[src/rtl/song_pkg.sv]
// Shared types and constants for the song player.
// Build option: SONG_GAP_EN adds the inter-note GAP state.
package song_pkg;

`ifdef SONG_GAP_EN
    typedef enum logic [2:0] {
        ST_IDLE   = 3'd0,
        ST_FETCH  = 3'd1,
        ST_PLAY   = 3'd2,
        ST_PAUSED = 3'd3,
        ST_GAP    = 3'd4
    } state_t;
`else
    typedef enum logic [1:0] {
        ST_IDLE   = 2'd0,
        ST_FETCH  = 2'd1,
        ST_PLAY   = 2'd2,
        ST_PAUSED = 2'd3
    } state_t;
`endif

    localparam int DEF_NOTE_W = 4;
    localparam int DEF_DUR_W  = 32;
    // Note code that means silence.
    localparam int NOTE_REST  = 0;
    // A table entry with this duration marks the end of a song.
    localparam int DUR_END    = 0;

endpackage

[src/rtl/song_table_rom.sv]
// Constant song tables with a registered read port: {song, idx} -> {note, dur}.
// Unlisted entries read as the end marker (rest, duration 0).
module song_table_rom
    import song_pkg::*;
#(
    parameter int SEL_W  = 2,
    parameter int IDX_W  = 6,
    parameter int NOTE_W = DEF_NOTE_W,
    parameter int DUR_W  = DEF_DUR_W
) (
    input  logic              clk,
    input  logic [SEL_W-1:0]  i_song,
    input  logic [IDX_W-1:0]  i_idx,
    output logic [NOTE_W-1:0] o_note,
    output logic [DUR_W-1:0]  o_dur
);

    function automatic logic [NOTE_W+DUR_W-1:0] ent(input int n, input int d);
        return {NOTE_W'(n), DUR_W'(d)};
    endfunction

    function automatic logic [NOTE_W+DUR_W-1:0] lookup(input int s, input int i);
        logic [NOTE_W+DUR_W-1:0] e;
        e = ent(NOTE_REST, DUR_END);
        case (s)
            0: case (i)
                0: e = ent(1, 3);
                1: e = ent(5, 2);
                default: ;
            endcase
            1: case (i)
                0: e = ent(1, 10);
                1: e = ent(0, 2);
                2: e = ent(3, 1);
                default: ;
            endcase
            2: case (i)
                0: e = ent(7, 1);
                1: e = ent(8, 1);
                2: e = ent(9, 1);
                default: ;
            endcase
            3: case (i)
                0: e = ent(2, 4);
                1: e = ent(4, 4);
                default: ;
            endcase
            default: ;
        endcase
        return e;
    endfunction

    // Registered table read; pure data, so no reset.
    always_ff @(posedge clk) begin
        {o_note, o_dur} <= lookup(int'(i_song), int'(i_idx));
    end

endmodule

[src/rtl/song_sequencer.sv]
// Song player: steps through the selected table, holding each note for its
// duration, with start/stop/pause, looping and an end-of-song pulse.
// Build option: SONG_GAP_EN inserts GAP_CYCLES of silence between notes.
module song_sequencer
    import song_pkg::*;
#(
    parameter int NUM_SONGS  = 4,
    parameter int MAX_NOTES  = 64,
    parameter int NOTE_W     = DEF_NOTE_W,
    parameter int DUR_W      = DEF_DUR_W,
`ifdef SONG_GAP_EN
    parameter int GAP_CYCLES = 100_000,
`endif
    localparam int SEL_W     = (NUM_SONGS > 1) ? $clog2(NUM_SONGS) : 1,
    localparam int IDX_W     = $clog2(MAX_NOTES)
) (
    input  logic              clk,
    input  logic              rst_n,
    input  logic              start,
    input  logic              stop,
    input  logic              pause,
    input  logic              loop_en,
    input  logic [SEL_W-1:0]  song_sel,
    output logic [NOTE_W-1:0] note,
    output logic              note_valid,
    output logic              note_on,
    output logic              busy,
    output logic              done,
    output logic [IDX_W-1:0]  cur_idx
);

    localparam logic [IDX_W-1:0]  LAST_IDX = IDX_W'(MAX_NOTES - 1);
    localparam logic [SEL_W:0]    SONGS_L  = (SEL_W + 1)'(NUM_SONGS);
    localparam logic [NOTE_W-1:0] REST_L   = NOTE_W'(NOTE_REST);
    localparam logic [DUR_W-1:0]  END_L    = DUR_W'(DUR_END);
`ifdef SONG_GAP_EN
    localparam int GAP_W = (GAP_CYCLES > 1) ? $clog2(GAP_CYCLES + 1) : 1;
    logic [GAP_W-1:0] r_gcnt, w_nxt_gcnt;
`endif

    state_t            r_state, r_res, w_nxt_state, w_nxt_res, w_st;
    logic [SEL_W-1:0]  r_song, w_nxt_song;
    logic [IDX_W-1:0]  r_idx, w_nxt_idx, w_rom_idx;
    logic [DUR_W-1:0]  r_cnt, w_nxt_cnt, w_cnt_cur;
    logic              r_load, w_nxt_load;   // current ROM output is an entry still to be started
    logic              r_eos, w_nxt_eos;     // last table slot consumed; next load ends the song
    logic              r_hold, w_nxt_hold;   // pending entry parked in r_held_* during a pause
    logic [NOTE_W-1:0] r_note, r_held_note, w_rom_note, w_ent_note;
    logic [DUR_W-1:0]  r_held_dur, w_rom_dur, w_ent_dur;
    logic              w_cap_note, w_cap_hold, w_end, w_expire;

    // FETCH reads the entry at r_idx; otherwise the next entry is prefetched
    // so consecutive notes follow with no bubble.
    assign w_rom_idx = (r_state == ST_FETCH) ? r_idx : r_idx + 1'b1;

    song_table_rom #(
        .SEL_W  (SEL_W),
        .IDX_W  (IDX_W),
        .NOTE_W (NOTE_W),
        .DUR_W  (DUR_W)
    ) u_rom (
        .clk    (clk),
        .i_song (r_song),
        .i_idx  (w_rom_idx),
        .o_note (w_rom_note),
        .o_dur  (w_rom_dur)
    );

    // PAUSED behaves as the state it interrupted once pause drops, so resume is seamless.
    assign w_st       = (r_state == ST_PAUSED) ? r_res : r_state;
    assign w_ent_note = r_hold ? r_held_note : w_rom_note;
    assign w_ent_dur  = r_hold ? r_held_dur  : w_rom_dur;
    assign w_end      = r_eos || (w_ent_dur == END_L);
    assign w_cnt_cur  = r_load ? (w_ent_dur - 1'b1) : r_cnt;
    assign w_expire   = (w_cnt_cur == '0);
    assign busy       = (r_state != ST_IDLE);
    assign cur_idx    = r_idx;

    // Next-state, counter and output decode; priority is stop > pause > expiry.
    always_comb begin
        w_nxt_state = r_state;
        w_nxt_res   = r_res;
        w_nxt_song  = r_song;
        w_nxt_idx   = r_idx;
        w_nxt_cnt   = r_cnt;
        w_nxt_load  = r_load;
        w_nxt_eos   = r_eos;
        w_nxt_hold  = r_hold;
`ifdef SONG_GAP_EN
        w_nxt_gcnt  = r_gcnt;
`endif
        w_cap_note  = 1'b0;
        w_cap_hold  = 1'b0;
        note        = REST_L;
        note_valid  = 1'b0;
        note_on     = 1'b0;
        done        = 1'b0;
        if (stop) begin
            w_nxt_state = ST_IDLE;
            w_nxt_idx   = '0;
            w_nxt_load  = 1'b0;
            w_nxt_eos   = 1'b0;
            w_nxt_hold  = 1'b0;
        end else begin
            case (w_st)
                ST_IDLE: begin
                    if (start) begin
                        w_nxt_song  = song_sel;
                        w_nxt_idx   = '0;
                        w_nxt_load  = 1'b0;
                        w_nxt_eos   = 1'b0;
                        w_nxt_hold  = 1'b0;
                        w_nxt_state = ST_FETCH;
                    end
                end
                ST_FETCH: begin
                    if ({1'b0, r_song} >= SONGS_L) begin
                        done        = 1'b1;
                        w_nxt_state = ST_IDLE;
                    end else begin
                        w_nxt_state = ST_PLAY;
                        w_nxt_load  = 1'b1;
                    end
                end
                ST_PLAY: begin
                    if (pause) begin
                        w_nxt_state = ST_PAUSED;
                        w_nxt_res   = ST_PLAY;
                        if (r_load && !r_hold) begin
                            w_cap_hold = 1'b1;
                            w_nxt_hold = 1'b1;
                        end
                    end else if (r_load && w_end) begin
                        if (loop_en) begin
                            w_nxt_state = ST_FETCH;
                        end else begin
                            done        = 1'b1;
                            w_nxt_state = ST_IDLE;
                        end
                        w_nxt_idx  = '0;
                        w_nxt_load = 1'b0;
                        w_nxt_eos  = 1'b0;
                        w_nxt_hold = 1'b0;
                    end else begin
                        note        = r_load ? w_ent_note : r_note;
                        note_valid  = 1'b1;
                        note_on     = r_load;
                        w_cap_note  = r_load;
                        w_nxt_state = ST_PLAY;
                        w_nxt_load  = 1'b0;
                        w_nxt_hold  = 1'b0;
                        if (w_expire) begin
`ifdef SONG_GAP_EN
                            if (r_idx == LAST_IDX) begin
                                w_nxt_idx  = r_idx + 1'b1;
                                w_nxt_load = 1'b1;
                                w_nxt_eos  = 1'b1;
                            end else begin
                                w_nxt_state = ST_GAP;
                                w_nxt_gcnt  = GAP_W'(GAP_CYCLES - 1);
                            end
`else
                            w_nxt_idx  = r_idx + 1'b1;
                            w_nxt_load = 1'b1;
                            w_nxt_eos  = (r_idx == LAST_IDX);
`endif
                        end else begin
                            w_nxt_cnt = w_cnt_cur - 1'b1;
                        end
                    end
                end
`ifdef SONG_GAP_EN
                // The prefetched next entry is visible here; if it is the end
                // marker the song ends now instead of sitting through a gap.
                ST_GAP: begin
                    if (pause) begin
                        w_nxt_state = ST_PAUSED;
                        w_nxt_res   = ST_GAP;
                    end else if (w_rom_dur == END_L) begin
                        if (loop_en) begin
                            w_nxt_state = ST_FETCH;
                        end else begin
                            done        = 1'b1;
                            w_nxt_state = ST_IDLE;
                        end
                        w_nxt_idx  = '0;
                        w_nxt_load = 1'b0;
                        w_nxt_eos  = 1'b0;
                        w_nxt_hold = 1'b0;
                    end else if (r_gcnt == '0) begin
                        w_nxt_state = ST_PLAY;
                        w_nxt_idx   = r_idx + 1'b1;
                        w_nxt_load  = 1'b1;
                    end else begin
                        w_nxt_state = ST_GAP;
                        w_nxt_gcnt  = r_gcnt - 1'b1;
                    end
                end
`endif
                default: w_nxt_state = ST_IDLE;
            endcase
        end
    end

    // Control state: state, resume target, song, index and counters.
    always_ff @(posedge clk or negedge rst_n) begin
        if (!rst_n) begin
            r_state <= ST_IDLE;
            r_res   <= ST_IDLE;
            r_song  <= '0;
            r_idx   <= '0;
            r_cnt   <= '0;
            r_load  <= 1'b0;
            r_eos   <= 1'b0;
            r_hold  <= 1'b0;
`ifdef SONG_GAP_EN
            r_gcnt  <= '0;
`endif
        end else begin
            r_state <= w_nxt_state;
            r_res   <= w_nxt_res;
            r_song  <= w_nxt_song;
            r_idx   <= w_nxt_idx;
            r_cnt   <= w_nxt_cnt;
            r_load  <= w_nxt_load;
            r_eos   <= w_nxt_eos;
            r_hold  <= w_nxt_hold;
`ifdef SONG_GAP_EN
            r_gcnt  <= w_nxt_gcnt;
`endif
        end
    end

    // Entry data: note being held, and an entry parked while paused before it started.
    always_ff @(posedge clk) begin
        if (w_cap_note) begin
            r_note <= w_ent_note;
        end
        if (w_cap_hold) begin
            r_held_note <= w_rom_note;
            r_held_dur  <= w_rom_dur;
        end
    end

endmodule

[config.mk]
export PLATFORM = sky130hd
export DESIGN_NAME = song_sequencer
export DESIGN_NICKNAME = d
export VERILOG_FILES = /design/src/rtl/song_pkg.sv /design/src/rtl/song_table_rom.sv /design/src/rtl/song_sequencer.sv
export SDC_FILE = /design/constraint.sdc
export NUM_CORES = 1
export LEC_CHECK = 0
export BUFFER_PORTS_ARGS = -buffer_cell sky130_fd_sc_hd__clkbuf_2
export CORE_ASPECT_RATIO = 0.9
export CORE_MARGIN = 2
export CORE_UTILIZATION = 45
export DETAILED_ROUTE_END_ITERATION = 10
export PLACE_DENSITY_LB_ADDON = 0.08
export SETUP_SLACK_MARGIN = 0.02
export SYNTH_ARGS = -nofsm -noshare
export SYNTH_HDL_FRONTEND = slang
export SYNTH_SLANG_ARGS = --single-unit
[constraint.sdc]
create_clock -name clk -period 6.8 [get_ports clk]
set_input_delay 0.34 -clock clk [delete_from_list [all_inputs] [get_ports clk]]
set_output_delay 0.34 -clock clk [all_outputs]
set_load 0.005 [all_outputs]
==> results of run 1 <==
## worst min-delay path by stage
stage / start / to / slack, ns / cells past startpoint
2_1_floorplan: rst_n / cur_idx[0] / 0.04 / 0
3_3_place_gp: u_rom.o_note[3] / r_held_note[3] / 0.41 / 0
3_5_place_dp: u_rom.o_note[0] / r_held_note[0] / 0.42 / 0
4_1_cts: rst_n / r_cnt[24] / 0.10 / 2
5_1_grt: rst_n / r_cnt[24] / 0.14 / 2
6_report: rst_n / r_cnt[26] / 0.08 / 2
## area by class of cell
cell class                 instances  share of cell area [%]
inverter                          17                    1.34
sequential                        66                    35.1
clock buffer                       9                    2.60
timing repair buffer              26                    3.00
clock inverter                     7                    2.15
multi-input combinational        391                    52.5
tap                              126                    3.31
## metrics by stage
step | setup WS [ns] | hold WS (ns) | cells | total power, uW | utilization [%]
final | 2.53 | 0.0792 | 642 | 1260 | 50.0
after global routing | 2.09 | 0.140 | 642 | 1340 | 50.0
after CTS | 2.51 | 0.100 | 642 | 1260 | 50.0
after detailed placement | 2.56 | 0.424 | 626 | 877 | 47.6
after global placement | 2.73 | 0.411 | 626 | 872 | 47.6
after floorplan | 3.59 | 0.0444 | 502 | 779 | -
## per-layer routing
layer  routed length, um  vias up
met5                   0        -
met1                5700     1948
met3                 821       15
met4                 142        0
li1                    -     1925
met2                5000      146
## sequential cells by signal (all words and copies together) (netlist names)
signal	cells
cur_idx	6
r_hold	1
r_cnt	32
u_rom.o_dur	4
r_song	2
r_held_dur	4
r_eos	1
r_state	2
r_note	4
r_load	1
r_res	1
u_rom.o_note	4
r_held_note	4
## logic make-up after synthesis
logic type      synth area share [%]
simple gates                    23.7
flops                           38.3
mux                             3.67
fa+ha+maj                       1.95
xor+xnor                        2.21
buf+inv                         4.33
compound gates                  25.8
## cell usage in the layout, fill, tap and decap left out, drive strengths merged, types with 5 or more instances in the layout
master,netlist,layout
a211oi,6,6
a21o,5,5
a21oi,36,36
a22o,6,6
a22oi,5,5
and2,6,6
and3,9,9
and4,5,5
buf,13,5
clkbuf,15,30
dfrtp,46,46
dfxtp,8,8
edfxtp,12,12
ha,6,6
inv,16,17
mux2,8,8
mux2i,7,7
nand2,50,50
nand3,14,14
nand4,6,6
nor2,38,38
nor3,24,24
nor4,15,15
o211ai,5,5
o21ai,36,36
o22ai,7,7
o31ai,9,9
or2,6,6
or4,5,5
xnor2,7,7
## power groups by stage
| stage | combinational (uW) | sequential, uW | clock, uW |
|---|---|---|---|
| after CTS | 365 | 508 | 389 |
| final | 372 | 510 | 379 |
| after global routing | 412 | 519 | 408 |
| after floorplan | 285 | 493 | 0 |
| after global placement | 358 | 515 | 0 |
| after detailed placement | 361 | 516 | 0 |
==> metrics.md, run 1 <==
| Metric | Value |
|---|---|
| Flop-to-flop setup slack | 2.53 ns |
| Clock root buffer master | clkbuf_8 |
| Fill cells | slightly above 900 |
| Worst reg2reg path endpoint | r_cnt[22] |
| First-pass detailed-route iteration total | 5 |
| Finish-stage setup viols | 0 |
| Multi-input gate area | ~0.0025 mm^2 |
| Slew @ Worst Pin | roughly 0.85 ns |
| Cell taking the most area after synthesis | dfrtp_1 |
| Grt met1 use | a little over a third |
| Logic pwr share | between 20% and 30% |
| Critical path cell sequence | mux2i_1 -> ha_1 -> nor4b_1 -> o31ai_1 -> o221a_4 -> o2111a_2 -> or2_1 -> buf_4 -> nor2_2 -> nor4_1 |
| Switch Pwr | between 400 and 500 uW |
| Critical Setup Path Class | reg -> reg |
| Met3 Resource Use GR | approximately 6% |
| Yosys cell types | approximately 80 |
| Syn_nets | 516 |
| Sequential cell area fraction in the yosys report | a little under two fifths |
| Top delay family on crit path | compound AO/OA/AOI/OAI gates |
| Post-route setup TNS | 0 ns |
| Num CTS Buffers | 9 |
| Grt peak-use layer | met1 |
| Worst min path class | in -> async |
| FMAX | around 230 MHz |
| Pleak | ~0.0019 uW |
| Count leader, synth | nand2_1 |
| TritonCTS clock tree | yes |
| Netlist Area Pre-Place | around 0.0044 mm^2 |
| Diode count | 0 |
| Top cells by area, synth | dfrtp_1 26%, edfxtp_1 8.3%, nand2_1 4.3% |
| Post-synth top cells | 50 x nand2_1, 46 x dfrtp_1, 36 x a21oi_1, 36 x nor2_1, 30 x o21ai_0 |
| Synth-to-Final Area Change | 9.24% |
| # IOs | 22 |
| CP Max Fanout | 23 |
| First-pass GRT wire length | 19.1 mm |
| Crit path buf inv count | 1 |
| Number of max-cap violations | 0 |
| Fin. Hold Viols | 0 |
| Worst Setup EP | r_cnt[22] |
| CP arrival | 4.54 ns |
| Clk sink count | 66 |
| # hold bufs at CTS | 0 |
| Reg2Reg Launch Point | r_hold |
| Synth warn | 0 |
| Sequential share of power | 40.4% |
| Number of enable flip-flop cells after synthesis | 12 |
| Reg area | ~0.0017 mm^2 |
| Vias in the first global route | 3538 |
| Slew Viols, Final | 0 |
| DR vias/cell | ~6.3 |
| Initial antenna violation count | 0 |
| Peak supply drop | approximately 0.16 mV |
| Synth async-reset ratio | a little over two thirds |
| Crit path from | r_hold |
| Cells on worst reg2reg path | 10 |
| Syn Inst Count | roughly 500 |
| Die X | roughly 110 um |
| Post-cts sizing count | 0 |
| Worst setup EP type | flip-flop |
| Syn_area_per_cell | between 8 and 9 um^2 |
| Worst path slowest cell | dfrtp_1 |
| Die ar. | between 0.01 and 0.015 mm^2 |
| Design area | about 0.0048 mm^2 |
| Largest net degree at the start of global routing | 67 |
| Number of port buffers | 21 |
| Layout cells sized above 1 | roughly 14% |
| Vias post-DR | between 4000 and 5000 |
| DRC Markers | 0 |
| Final ANT Viol Nets | 0 |
| GR Overflow Total | 0 |
| HPWL after detailed placement | about 8.1 mm |
| Internal power | between 800 and 900 uW |
| Tcrit/Tclk final | 62.8% |
| Met2 Use GR | 31.6% |
| Total track usage | 23.3% |
| Clk pin slew, worst setup/hold paths | 0.08 ns |
| Placer Congestion | 0.969 |
| Required time worst endpoint | around 7.1 ns |
| CTS H-Tree Depth | 3 |
| Pwr Density | ~260 mW/mm^2 |
| Fin nets | ~530 |
| Seq cells post-synth | 66 |
| Period minus WS final | about 4.3 ns |
| WP depth | 10 |
| WL per Instance | 18.2 um |
| Detailed Route WL | 11.7 mm |
| Postcts setup bufs | 0 |
| Initial DRC count | around 320 |
| Switching Share | between 30% and 40% |
| CP Launch Type | flip-flop |
| Worst slew margin | a little over two fifths |
| Predominant post-synthesis flop cell | dfrtp_1 |
| Worst Clk Skew | slightly above 0.009 ns |
| Worst-Skew Late Latency | 0.36 ns |
| Cell area after placement | 0.00454 mm^2 |
| Status | completed |
| Die Ht | between 90 and 100 um |
| Starting Density | 45.7% |
| Top cell type's share of synthesized area | between 20% and 30% |
| Slowest stage delay, CP | around 0.73 ns |
| Core box area | 0.00953 mm^2 |
| Power share of the clock group | 30.0% |
| CTS max path bufs | 2 |
| Placement Rows | 34 |
| RSZ-0062 raised after global routing | false |
No activity file was read; power rests on OpenSTA's default activity.
==> inputs of run 2 (changes only) <==
Clock period 6.8 ns to 3.6 ns, I/O delays scaled along.
==> run 2 against run 1 <==
- flip-flop and latch count unchanged
- worst setup slack worse by 2.2 ns
- core utilization up 0.80 points
==> metrics.md, run 2 (synthesis gave the netlist of run 1 again) <==
| Metric | Value |
|---|---|
| Status | completed |
| Final setup margin | ~0.28 ns |
| Worst-Skew Late Latency | between 0.3 and 0.4 ns |
| # IOs | 22 |
| Slew Viols, Final | 0 |
| Placer Congestion | 0.967 |
| Hold EP | r_song[0] |
| Crit path buf inv count | 1 |
| Die X | between 100 and 150 um |
| Die ar. | roughly 0.010 mm^2 |
| Cell area after placement | about 0.0046 mm^2 |
| Hold WS | between 0.02 and 0.03 ns |
| Fill cells | about 910 |
| Starting Density | 45.7% |
| Worst reg2reg path endpoint | r_cnt[31] |
| Final ANT Viol Nets | 0 |
| Top delay family on crit path | simple AND/OR/NAND/NOR gates |
| Placement Setup Slack | 0.135 ns |
| Tcrit/Tclk final | 92.1% |
| Total track usage | between 20% and 30% |
| WL per Instance | around 18 um |
| GR Overflow Total | 0 |
| Number of port buffers | 21 |
| Flop-to-flop setup slack | 0.28 ns |
| Vias post-DR | 4000 |
| Worst setup EP type | flip-flop |
| CTS max path bufs | 2 |
| Logic pwr share | approximately a third |
| Slew @ Worst Pin | slightly below 0.8 ns |
| Post-route setup TNS | 0 ns |
| Clock root buffer master | clkbuf_8 |
| Fin. Hold Viols | 0 |
| RSZ-0062 raised after global routing | false |
| Power share of the clock group | ~26% |
| Clk pin slew, worst setup/hold paths | around 0.080 ns |
| Worst path slowest cell | dfrtp_2 |
| Die Ht | between 90 and 100 um |
| Diode count | 0 |
| First-pass detailed-route iteration total | 5 |
| Fin nets | roughly 540 |
| Commonest non-fill, non-tap cell in the layout | nand2_1 |
| DR vias/cell | between 6 and 7 |
| Largest net degree at the start of global routing | 35 |
| Worst Clk Skew | 0.0149 ns |
| Vias in the first global route | roughly 3600 |
| Initial DRC count | around 340 |
| Pwr Density | between 400 and 500 mW/mm^2 |
| Critical path cell sequence | mux2i_1 -> ha_1 -> nor4b_1 -> o31ai_1 -> o221a_4 -> o2111a_2 -> or2_1 -> buf_4 -> or4_1 -> nand3_1 |
| Hold depth | 3 |
| Number of max-cap violations | 0 |
| Clk sink count | 66 |
| Layout cells sized above 1 | 16.7% |
| Detailed Route WL | between 10 and 15 mm |
| Worst slew margin | between 40% and 50% |
| TritonCTS clock tree | yes |
| Synth-to-Final Area Change | 11.0% |
| CTS H-Tree Depth | 3 |
| Worst min path class | in -> reg |
| Internal power | around 1400 uW |
| Finish-stage setup viols | 0 |
| Leading cell types in the layout, fill and taps excluded | 50 x nand2_1, 44 x dfrtp_1, 36 x nor2_1, 36 x a21oi_1, 30 x o21ai_0 |
| Initial antenna violation count | 0 |
| Placement Rows | 34 |
| Reg2Reg Launch Point | r_hold |
| Critical Setup Path Class | reg -> reg |
| Sequential share of power | 42.8% |
| Core box area | between 0.009 and 0.01 mm^2 |
| Switching Share | a little under two fifths |
| Design area | approximately 0.0048 mm^2 |
| HPWL after detailed placement | 8.52 mm |
| Slowest stage delay, CP | approximately 0.52 ns |
| Largest register FFs | 32 |
| First-pass GRT wire length | about 19 mm |
| CP arrival | 3.62 ns |
| FMAX | around 300 MHz |
| DRC Markers | 0 |
| Hold_sp | song_sel[0] |
| Num CTS Buffers | 9 |
| CP Max Fanout | 27 |
| Pleak | roughly 0.0019 uW |
| Largest register by flop count | r_cnt |
| Cells on worst reg2reg path | 10 |
| Switch Pwr | between 800 and 900 uW |
| CP Launch Type | flip-flop |
| Required time worst endpoint | 3.90 ns |
| Peak supply drop | 0.256 mV |
| Postcts setup bufs | 0 |
| Period minus WS final | 3.32 ns |
-- run 2: worst max-delay path by stage --
stage	cells past startpoint	slack, ns	startpoint	endpoint
after floorplan	13	0.39	r_load	r_cnt[20]
after global placement	10	0.28	r_hold	r_cnt[31]
after detailed placement	10	0.13	r_hold	r_cnt[31]
after CTS	10	0.11	r_hold	r_cnt[31]
after global routing	10	0.05	r_hold	r_cnt[31]
final	10	0.28	r_hold	r_cnt[31]
-- run 2: timing repair --
| action | CTS | global route |
|---|---|---|
| hold endpoints to repair | 12 | 0 |
| gates resized for setup | 0 | 2 |
| endpoints found under the setup margin | 0 | 8 |
| hold buffers | 1 | 0 |
-- run 2: cell type report --
type	count	area (um^2)	share of cell area [%]
clock buffer	9	124	2.56
clock inverter	7	53.8	1.11
inverter	17	63.8	1.32
multi-input combinational	391	2500	51.7
sequential	66	1670	34.6
tap	126	158	3.26
timing repair buffer	42	265	5.48
-- run 2: worst min-delay path: stages --
cell,delay (ns)
clkbuf_2,0.08
nand2_1,0.03
o21ai_0,0.06
-- run 2: per-stage QoR --
step	std cells	util (%)	total power, uW
2_1_floorplan	502	-	1470
3_3_place_gp	641	48.8	1670
3_5_place_dp	641	48.8	1670
4_1_cts	658	50.7	2260
5_1_grt	658	50.8	2400
6_report	658	50.8	2260
-- run 2: power by group through the flow --
stage                     registers, uW  clock network (uW)  logic, uW
after floorplan                     932                   0        539
after global placement              980                   0        694
after detailed placement            977                   0        694
after CTS                           964                 599        702
after global routing                981                 636        784
final                               967                 576        715
-- run 2: metal layers --
layer | part of all wire [%] | vias to the layer above | GRT usage, %
met3 | 7.0 | 22 | 5.84
met2 | 42 | 119 | 32.5
met1 | 49 | 1903 | 35.5
met4 | 1.5 | 0 | 7.59
met5 | 0 | - | 0
li1 | - | 1956 | -
